**config.mk**
```make
export PLATFORM = sky130hd
export DESIGN_NAME = pulse_burst_gen
export DESIGN_NICKNAME = d
export VERILOG_FILES = /design/src/rtl/pulse_burst_gen.sv
export SDC_FILE = /design/constraint.sdc
export NUM_CORES = 1
export LEC_CHECK = 0
export CAP_MARGIN = 5
export CORE_MARGIN = 1
export CORE_UTILIZATION = 45
export CTS_CLUSTER_SIZE = 12
export DETAILED_ROUTE_END_ITERATION = 10
export MAX_ROUTING_LAYER = met4
export PLACE_DENSITY_LB_ADDON = 0.05
export SYNTH_ARGS = -nofsm -noshare
export SYNTH_HDL_FRONTEND = slang
export SYNTH_SLANG_ARGS = --single-unit
```
**constraint.sdc**
```tcl
create_clock -name clk -period 3.2 [get_ports clk]
set_input_delay 0.96 -clock clk [delete_from_list [all_inputs] [get_ports clk]]
set_output_delay 0.96 -clock clk [all_outputs]
set_load 0.05 [all_outputs]
```
**src/rtl/pulse_burst_gen.sv**
```systemverilog
// Pulse burst generator: emits burst_len clean rising edges on pulse_out with per-burst
// programmable high/low widths. Optional abort input when PULSE_BURST_ABORT_EN is defined.
module pulse_burst_gen #(
    parameter int CNT_W    = 4,
    parameter int PERIOD_W = 8
) (
    input  logic                clk,
    input  logic                rst_n,
    input  logic                start,
`ifdef PULSE_BURST_ABORT_EN
    input  logic                abort,
`endif
    input  logic [CNT_W-1:0]    burst_len,
    input  logic [PERIOD_W-1:0] high_cyc,
    input  logic [PERIOD_W-1:0] low_cyc,
    output logic                pulse_out,
    output logic                busy,
    output logic                done,
    output logic [CNT_W-1:0]    sent_cnt,
    output logic [1:0]          dbg_state
);

    // Handshake: start is honoured only in IDLE; done strobes one cycle per accepted start.
    typedef enum logic [1:0] {
        S_IDLE = 2'd0,
        S_HIGH = 2'd1,
        S_LOW  = 2'd2,
        S_DONE = 2'd3
    } state_t;

    state_t              state, state_d;
    logic [CNT_W-1:0]    len_q, len_d;
    logic [PERIOD_W-1:0] hi_m1_q, hi_m1_d;
    logic [PERIOD_W-1:0] lo_m1_q, lo_m1_d;
    logic [PERIOD_W-1:0] phase_q, phase_d;
    logic [CNT_W-1:0]    sent_q, sent_d;
    logic                abort_hit;

    // Widths are stored as terminal count (width-1) so a programmed 0 behaves as 1.
    function automatic logic [PERIOD_W-1:0] term_cnt(input logic [PERIOD_W-1:0] w);
        return (w == '0) ? '0 : w - 1'b1;
    endfunction

`ifdef PULSE_BURST_ABORT_EN
    assign abort_hit = abort && (state == S_HIGH || state == S_LOW);
`else
    assign abort_hit = 1'b0;
`endif

    always_comb begin
        state_d = state;
        len_d   = len_q;
        hi_m1_d = hi_m1_q;
        lo_m1_d = lo_m1_q;
        phase_d = phase_q;
        sent_d  = sent_q;
        case (state)
            S_IDLE: begin
                if (start) begin
                    len_d   = burst_len;
                    hi_m1_d = term_cnt(high_cyc);
                    lo_m1_d = term_cnt(low_cyc);
                    sent_d  = '0;
                    phase_d = '0;
                    state_d = (burst_len == '0) ? S_DONE : S_HIGH;
                end
            end
            S_HIGH: begin
                if (abort_hit) begin
                    phase_d = '0;
                    state_d = S_DONE;
                end else if (phase_q == hi_m1_q) begin
                    phase_d = '0;
                    sent_d  = sent_q + 1'b1;
                    state_d = S_LOW;
                end else begin
                    phase_d = phase_q + 1'b1;
                end
            end
            S_LOW: begin
                if (abort_hit) begin
                    phase_d = '0;
                    state_d = S_DONE;
                end else if (phase_q == lo_m1_q) begin
                    phase_d = '0;
                    state_d = (sent_q == len_q) ? S_DONE : S_HIGH;
                end else begin
                    phase_d = phase_q + 1'b1;
                end
            end
            default: state_d = S_IDLE;
        endcase
    end

    always_ff @(posedge clk or negedge rst_n) begin
        if (!rst_n) begin
            state   <= S_IDLE;
            len_q   <= '0;
            hi_m1_q <= '0;
            lo_m1_q <= '0;
            phase_q <= '0;
            sent_q  <= '0;
        end else begin
            state   <= state_d;
            len_q   <= len_d;
            hi_m1_q <= hi_m1_d;
            lo_m1_q <= lo_m1_d;
            phase_q <= phase_d;
            sent_q  <= sent_d;
        end
    end

    // Outputs are a registered view of the current state, giving the one-edge start latency.
    always_ff @(posedge clk or negedge rst_n) begin
        if (!rst_n) begin
            pulse_out <= 1'b0;
            busy      <= 1'b0;
            done      <= 1'b0;
        end else begin
            pulse_out <= (state == S_HIGH) && !abort_hit;
            busy      <= (state == S_HIGH) || (state == S_LOW);
            done      <= (state == S_DONE);
        end
    end

    assign sent_cnt  = sent_q;
    assign dbg_state = state;

endmodule
```
# Yosys cells after proc, flatten, opt, wreduce, memory -nomap -nowiden
# Cells that the tools add are included.
dict set report word_totals {
  regBits 37
  input_bits 23
  out_inout_bits 9
  word_cells 48
}
dict set report classes {
  add_sub_neg 4
  n_eq_ne 9
  mux 15
  n_reduce_logical 11
}
# op n
set op_table {}
lappend op_table {{8-bit 2-to-1 mux} 5}
lappend op_table {{8-bit case mux with 3 select lines} 1}
lappend op_table {{8-bit equality test} 2}
lappend op_table {{8-bit zero test} 2}
lappend op_table {{8-bit by 1-bit subtractor with 8-bit output, second input constant} 2}
lappend op_table {{2-bit 2-to-1 mux} 5}
lappend op_table {{8-bit by 1-bit adder with 8-bit output, second input constant} 1}
lappend op_table {{4-bit 2-to-1 mux} 2}
lappend op_table {{4-bit case mux with 2 select lines} 1}
lappend op_table {{2-bit inequality test, second input constant} 3}
lappend op_table {{2-bit case mux with 3 select lines} 1}
lappend op_table {{3-bit AND reduction} 2}
lappend op_table {{4-bit by 1-bit adder with 4-bit output, second input constant} 1}
lappend op_table {{2-bit equality test, second input constant} 2}
lappend op_table {{4-bit equality test} 1}
lappend op_table {{4-bit zero test} 1}
lappend op_table {{2-bit AND reduction} 2}
lappend op_table {{3-bit nonzero test} 1}
lappend op_table {{2-bit by 1-bit equality test with 1-bit output, second input constant} 1}
lappend op_table {{2-bit zero test} 1}
lappend op_table {{2-bit nonzero test} 1}
lappend op_table {{1-bit logical OR} 1}

# Depth between registers and ports, before layout
# Gate-level depths: netlist (run 1).
dict set report logic_depth {
  ltp_word 4
  mapped_depth 9
  depth_no_buf 7
}

# Least setup slack after synthesis (run 1)
# Ideal clock, no wire load.
dict set report synth_path {
  path_type {register to register}
  start {reg state[0] (netlist: dbg_state[0])}
  end {reg phase_q[7]}
  setup_ns 0.077
  arrival_ns 2.119
  required_time_ns 3.123
  slack_ns 1.003
  path_stages_with_launch 9
  path_buffers 1
  period_less_slack_ns 2.197
  path_cell_list {dfrtp_1 -> inv_1 -> ha_1 -> nor2b_1 -> clkbuf_1 -> nor4_1 -> nand3_1 -> xor2_1 -> a21oi_1}
}
dict set report synth_via {
  elab_chain_len 3
  word_cells_on_any_way 7
  cone_classes {3 x eq/ne; 1 x mux; 3 x reduce/logical}
}
# item line_no
set synth_lines {}
lappend synth_lines {{start, declared} 31} ;# state_t state, state_d;
lappend synth_lines {{start signal, assigned} 104} ;# state <= state_d;
lappend synth_lines {{2-bit by 1-bit equality test with 1-bit output, or another cell as far along} 57} ;# case (state)
lappend synth_lines {{3-bit nonzero test (no line) / 2-bit inequality test (equally long branches)} -}
lappend synth_lines {{2-bit AND reduction (no line)} -}
lappend synth_lines {{end signal, assigned} 108} ;# phase_q <= phase_d;
lappend synth_lines {{end, declared} 35} ;# logic [PERIOD_W-1:0] phase_q, phase_d;
# Parallel ways exist; a longest one is shown, timed or not.
# A chain may end at the register's enable or synchronous reset.

# Final worst setup path (run 1)
dict set report layout_path {
  start {reg sent_q[1] (netlist: sent_cnt[1])}
  end {out sent_cnt[1]}
}
# item line_no
set layout_rtl {}
lappend layout_rtl {{start, declared} 36} ;# logic [CNT_W-1:0] sent_q, sent_d;
lappend layout_rtl {{start signal, assigned} 109} ;# sent_q <= sent_d;
lappend layout_rtl {{end, declared} 19} ;# output logic [CNT_W-1:0] sent_cnt,
# No word-level cell between the ends.

==> results of run 1 <==
[logic make-up (layout without fill, tap and decap cells)]
logic type	after synthesis	in the layout
AOI/OAI and AO/OA	44	44
xor gates and xnor gates	32	32
adders and majority gates	11	11
buffers and inverters	20	51
DFF	37	37
muxes	9	9
and+or+nand+nor	77	77
[cell usage in the layout, fill, tap and decap left out, types with 10 or more instances in the layout]
cell type / instances
xnor2_1: 10
dfrtp_1: 37
ha_1: 11
o21ai_1: 21
clkdlybuf4s50_1: 31
inv_1: 10
nor2_1: 11
xor2_1: 22
nand2_1: 36
[power by group through the flow]
stage / sequential [W] / clock [W] / combinational (W)
floorplan: 0.000477 / 0 / 0.0000185
global placement: 0.000476 / 0 / 0.0000660
detailed placement: 0.000476 / 0 / 0.0000662
CTS: 0.000467 / 0.000366 / 0.0000665
global route: 0.000467 / 0.000388 / 0.0000729
finish: 0.000467 / 0.000360 / 0.0000650
[final timing paths]
path                                                from                       to  slack, ns  depth (start not counted)
max in group asynchronous                          rst_n     len_q[1]$_DFFE_PN0P_       1.79                          2
min in group asynchronous                          rst_n  sent_cnt[1]$_DFFE_PN0P_       1.08                          2
worst min register to register    lo_m1_q[3]$_DFFE_PN0P_   lo_m1_q[3]$_DFFE_PN0P_       0.50                          2
worst max-delay path             sent_cnt[1]$_DFFE_PN0P_              sent_cnt[1]       0.63                          1
worst min-delay path              lo_m1_q[3]$_DFFE_PN0P_   lo_m1_q[3]$_DFFE_PN0P_       0.50                          2
worst max register to register  dbg_state[0]$_DFFE_PN0P_   phase_q[3]$_DFFE_PN0P_       1.09                          7
[area by class of cell]
type	count	area [um^2]
Clock inverter	1	5.005
Fill cell	407	1874
Sequential cell	37	925.9
Timing Repair Buffer	33	325.3
Multi-Input combinational cell	173	1175
Clock buffer	7	96.34
Inverter	10	37.54
Tap cell	52	65.06
[registers in the layout, indices dropped and copies added, names as in the netlist]
register	count
sent_cnt	4
pulse_out	1
lo_m1_q	8
done	1
hi_m1_q	8
phase_q	8
busy	1
dbg_state	2
len_q	4
[synth_stat cells, types with 2 or more instances]
library cell and count:
dfrtp_1 37, nand2_1 36, xor2_1 22, o21ai_1 21, ha_1 11, nor2_1 11, inv_1 10, xnor2_1 10
mux2_1 8, nor4_1 8, clkbuf_1 7, a21oi_1 6, nand3_1 5, nor3_1 5, o211ai_1 4, a22o_1 3
buf_2 3, nor2b_1 3, a31o_2 2, nand2b_1 2, nor4_4 2, o22ai_1 2
[per-layer routing]
layer	vias up	wire (um)	track usage [%]
met3	4	151	4.782
met2	27	1873	28.78
met5	-	0	-
met4	0	42	5.882
met1	768	2271	28.20
li1	847	-	-
[per-stage QoR]
stage                     setup slack [ns]  cells  util [%]  area [um^2]
final                               0.6294    313     58.39         2630
after CTS                           0.6235    313     58.39         2630
after floorplan                      1.003    230         -         2180
after detailed placement            0.5649    305     56.14         2529
after global placement              0.5877    305     56.14         2529
after global routing                0.5702    313     58.39         2630
[worst register-to-register path, delay by kind of cell (launching register included)]
kind / cells / cell delay, ns
xor gates and xnor gates: 1 / 0.14
DFF: 1 / 0.44
AOI/OAI and AO/OA: 1 / 0.05
and+or+nand+nor: 3 / 0.96
adders and majority gates: 1 / 0.25
buffers and inverters: 1 / 0.13
==> flow_metrics.env, run 1 <==
export IMPL_yosys_area_share_simple_pct=17.68
export IMPL_grt_pass1_vias=1586
export IMPL_core_area_mm2=0.004504
export IMPL_antenna_cells=0
export IMPL_powerDensity_mw_per_mm2=339.3
export IMPL_cap_violations=0
export IMPL_cts_made_buffers=5
export IMPL_synthCells=230
export IMPL_slowest_stage="clkdlybuf4s50_1"
export IMPL_hold_violations=0
export IMPL_grt_overflow=0
export IMPL_cp_end_kind="primary output"
export IMPL_globalplace_congestion=0.7488
export IMPL_synth_top_cell_by_area="dfrtp_1"
export IMPL_total_power_w=0.0008923
export IMPL_seqPwrFrac_pct=52.4
export IMPL_cp_top_family="buffers and inverters"
export IMPL_slew_headroom_pct=63.76
export IMPL_rsz0062_at_grt="no"
export IMPL_row_count=24
export IMPL_synthMuxAreaShare_pct=4.592
export IMPL_holdBufCountCts=0
export IMPL_clk_pin_slew_ns=0.08
export IMPL_grt_pass1_wl_um=7610
export IMPL_synth_fp_nets=264
export IMPL_hold_path_class="reg -> reg"
export IMPL_routed_wl_um=4339
export IMPL_num_vias=1646
export IMPL_syn_avg_cell_area_um2=9.476
export IMPL_dieWidth_um=71.60
export IMPL_synth_top_family_by_area="simple AND/OR/NAND/NOR gates"
export IMPL_maxSlewViolCount=0
export IMPL_grtUsageTotal_pct=20.01
export IMPL_grt_max_degree=38
export IMPL_clock_skew_ns=0.007586
export IMPL_path_class="reg -> out"
export IMPL_layout_nets=294
export IMPL_syn_area_mm2=0.002180
export IMPL_cts_buffer_depth=2
export IMPL_via_per_inst=5.259
export IMPL_htree_levels=2
export IMPL_post_drt_wl_per_cell_um=13.86
export IMPL_postRouteAntennaNets=0
export IMPL_synthArstFlopShare_pct=100.0
export IMPL_slowest_delay_ns=0.84
export IMPL_fin_hold_ws_ns=0.5046
export IMPL_fin_setup_tns_ns=0
export IMPL_layout_drive_gt1_share_pct=6.513
export IMPL_power_switching_w=0.0001949
export IMPL_antenna_found_initial=0
export IMPL_synth_area_top_cells="dfrtp_1 (42%), xor2_1 (8.8%), ha_1 (6.3%)"
export IMPL_p_clk_share_pct=40.3
export IMPL_cts_tree="yes"
export IMPL_setup_violations=0
export IMPL_synth_seq_area_share_pct=42.48
export IMPL_crit_required_ns=2.24
export IMPL_path_buf_inv=1
export IMPL_post_dp_hpwl_um=3315
export IMPL_period_needed_ns=2.571
export IMPL_synth_edf_count=0
export IMPL_clkLatencyLatePin_ns=0.29
export IMPL_arrival_ns=1.61
export IMPL_synthesis_yosys_warnings=0
export IMPL_worst_pin_slew_ns=0.5425
export IMPL_dieHeight_um=71.60
export IMPL_area_delta_synth_final_pct=20.67
export IMPL_yosys_area_top_type_share_pct=42.48
export IMPL_io_buffer_count=31
export IMPL_cts_setup_buffers=0
export IMPL_intPower_w=0.0006974
export IMPL_start_util_pct=48.39
export IMPL_timing_fmax_ghz=0.3890
export IMPL_clock_sinks=37
export IMPL_drtPass1Iterations=4
export IMPL_timing_final_crit_share_pct=80.33
export IMPL_netlist_cell_type_count=34
export IMPL_p_sw_share_pct=21.84
export IMPL_synth_xor_area_share_pct=12.86
export IMPL_root_buffer="clkbuf_8"
export IMPL_synth_seq_cells=37
export IMPL_die_area_mm2=0.005126
export IMPL_start_kind="flop"
export IMPL_comb_power_share_pct=7.3
export IMPL_peakVddDrop_mv=0.1977
export IMPL_status="finished, final reports clean"
export IMPL_post_cts_resized=0
export IMPL_synth_compound_area_share_pct=12.46
export IMPL_drt_iter0_markers=99
export IMPL_io_pins=32
export IMPL_drc=0
export IMPL_synthAdderAreaFrac_pct=6.315
export IMPL_synth_flop_cell="dfrtp_1"
export IMPL_cp_max_fo=7
export IMPL_power_leakage_nw=1.152
export IMPL_path_cells="clkdlybuf4s50_1"
(Power assumes the default switching activity.)
==> run 2: changes to the inputs <==
==> constraint.sdc (replaced) <==
create_clock -name clk -period 2.5 [get_ports clk]
set_input_delay 0.75 -clock clk [delete_from_list [all_inputs] [get_ports clk]]
set_output_delay 0.75 -clock clk [all_outputs]
set_load 0.05 [all_outputs]
==> run 2 against run 1 <==
Compared with the run above: register-to-register slack worse by 0.68 ns; non-clock buffer count is 3 higher; sequential share of layout area is 0.30 points lower; setup slack worse by 0.47 ns; worst hold slack better by 0.0025 ns; largest power group unchanged; clock power is 31% higher.
==> flow_metrics.env, run 2 (synthesized netlist as in run 1, its figures left out) <==
export IMPL_peakVddDrop_mv=0.3003
export IMPL_drtPass1Iterations=4
export IMPL_worst_pin_slew_ns=0.5674
export IMPL_grt_pass1_wl_um=7638
export IMPL_power_leakage_nw=1.168
export IMPL_post_cts_resized=0
export IMPL_grtUsageTotal_pct=20.37
export IMPL_grt_pass1_vias=1649
export IMPL_dieHeight_um=71.60
export IMPL_drt_iter0_markers=143
export IMPL_antenna_cells=0
export IMPL_powerDensity_mw_per_mm2=434.1
export IMPL_row_count=24
export IMPL_cts_setup_buffers=0
export IMPL_post_dp_hpwl_um=3367
export IMPL_setup_violations=0
export IMPL_grt_max_degree=38
export IMPL_cts_made_buffers=5
export IMPL_clock_skew_ns=0.007420
export IMPL_rsz0062_at_grt="no"
export IMPL_core_area_mm2=0.004504
export IMPL_antenna_found_initial=0
export IMPL_globalplace_congestion=0.8146
export IMPL_cp_max_fo=6
export IMPL_fillers=400
export IMPL_timing_fmax_ghz=0.4272
export IMPL_clk_pin_slew_ns=0.08
export IMPL_timing_final_crit_share_pct=93.63
export IMPL_total_power_w=0.001151
export IMPL_status="finished, final reports clean"
export IMPL_postRouteAntennaNets=0
export IMPL_crit_required_ns=1.75
export IMPL_holdBufCountCts=0
export IMPL_grt_overflow=0
export IMPL_layout_nets=297
export IMPL_routed_wl_um=4368
export IMPL_layout_drive_gt1_share_pct=7.576
export IMPL_reg2reg_depth=7
export IMPL_clkLatencyLatePin_ns=0.30
export IMPL_clock_sinks=37
export IMPL_hold_path_class="reg -> reg"
export IMPL_whs_path_depth=2
export IMPL_start_util_pct=48.39
export IMPL_arrival_ns=1.59
export IMPL_maxSlewViolCount=0
export IMPL_path_class="reg -> out"
export IMPL_via_per_inst=5.310
export IMPL_slowest_stage="clkdlybuf4s50_1"
export IMPL_final_cell_mix="dfrtp_1 (37), nand2_1 (36), clkdlybuf4s50_1 (31)"
export IMPL_slew_headroom_pct=62.09
export IMPL_slowest_delay_ns=0.84
export IMPL_cts_buffer_depth=2
export IMPL_cp_depth=1
export IMPL_io_pins=32
export IMPL_hold_violations=0
export IMPL_post_drt_wl_per_cell_um=13.82
export IMPL_area_delta_synth_final_pct=21.70
export IMPL_final_common_cell="dfrtp_1"
export IMPL_path_buf_inv=1
export IMPL_cap_violations=0
export IMPL_cp_end_kind="primary output"
export IMPL_root_buffer="clkbuf_8"
export IMPL_path_cells="clkdlybuf4s50_1"
export IMPL_io_buffer_count=31
export IMPL_fin_setup_tns_ns=0
export IMPL_dieWidth_um=71.60
export IMPL_num_vias=1678
export IMPL_period_needed_ns=2.341
export IMPL_cts_tree="yes"
export IMPL_reg_largest_list="hi_m1_q: 8 flops, lo_m1_q: 8 flops, phase_q: 8 flops"
export IMPL_final_util_pct=58.89
export IMPL_htree_levels=2
export IMPL_cp_top_family="buffers and inverters"
export IMPL_die_area_mm2=0.005126
export IMPL_drc=0
export IMPL_start_kind="flop"
## run 2: changes by cell type in the layout (fill, tap and decap cells not counted)
cell,change
buf_4,+3
## run 2: routing by layer
metal  share of wire, %  global-route usage [%]  vias up
met5                  0                       -        -
met1                 52                   27.61      779
li1                   -                       -      857
met2                 43                   29.10       32
met4                2.7                   10.68        0
met3                2.7                   3.797       10
## run 2: worst paths after layout
path | slack, ns | end | start
min | 0.51 | hi_m1_q[7]$_DFFE_PN0P_ | hi_m1_q[7]$_DFFE_PN0P_
min reg2reg | 0.51 | hi_m1_q[7]$_DFFE_PN0P_ | hi_m1_q[7]$_DFFE_PN0P_
max | 0.16 | sent_cnt[2] | sent_cnt[2]$_DFFE_PN0P_
max in group asynchronous | 1.29 | len_q[0]$_DFFE_PN0P_ | rst_n
min in group asynchronous | 0.87 | sent_cnt[1]$_DFFE_PN0P_ | rst_n
max reg2reg | 0.41 | phase_q[3]$_DFFE_PN0P_ | dbg_state[0]$_DFFE_PN0P_
## run 2: power by group
part	internal (W)	switching (W)	total (W)
Sequential	0.000598	0	0.000598
Clock	0.000249	0.000221	0.000470
Combinational	0.0000453	0.0000382	0.0000835
## run 2: layout make-up
type / count / area [um^2] / area share (%)
Inverter: 10 / 37.54 / 1.415
Clock buffer: 7 / 96.34 / 3.632
Tap cell: 52 / 65.06 / 2.453
Timing Repair Buffer: 36 / 347.8 / 13.11
Clock inverter: 1 / 5.005 / 0.1887
Multi-Input combinational cell: 173 / 1175 / 44.29
Sequential cell: 37 / 925.9 / 34.91
## run 2: metrics by stage
step           cell area (um^2)  setup WS (ns)  hold WS, ns  cells
6_report                   2653         0.1593       0.5071    316
5_1_grt                    2653         0.1145       0.5524    316
4_1_cts                    2653         0.1558       0.5148    316
3_5_place_dp               2551        0.05982       0.4973    308
3_3_place_gp               2551         0.1190       0.4811    308
2_1_floorplan              2180         0.3031       0.4544    230
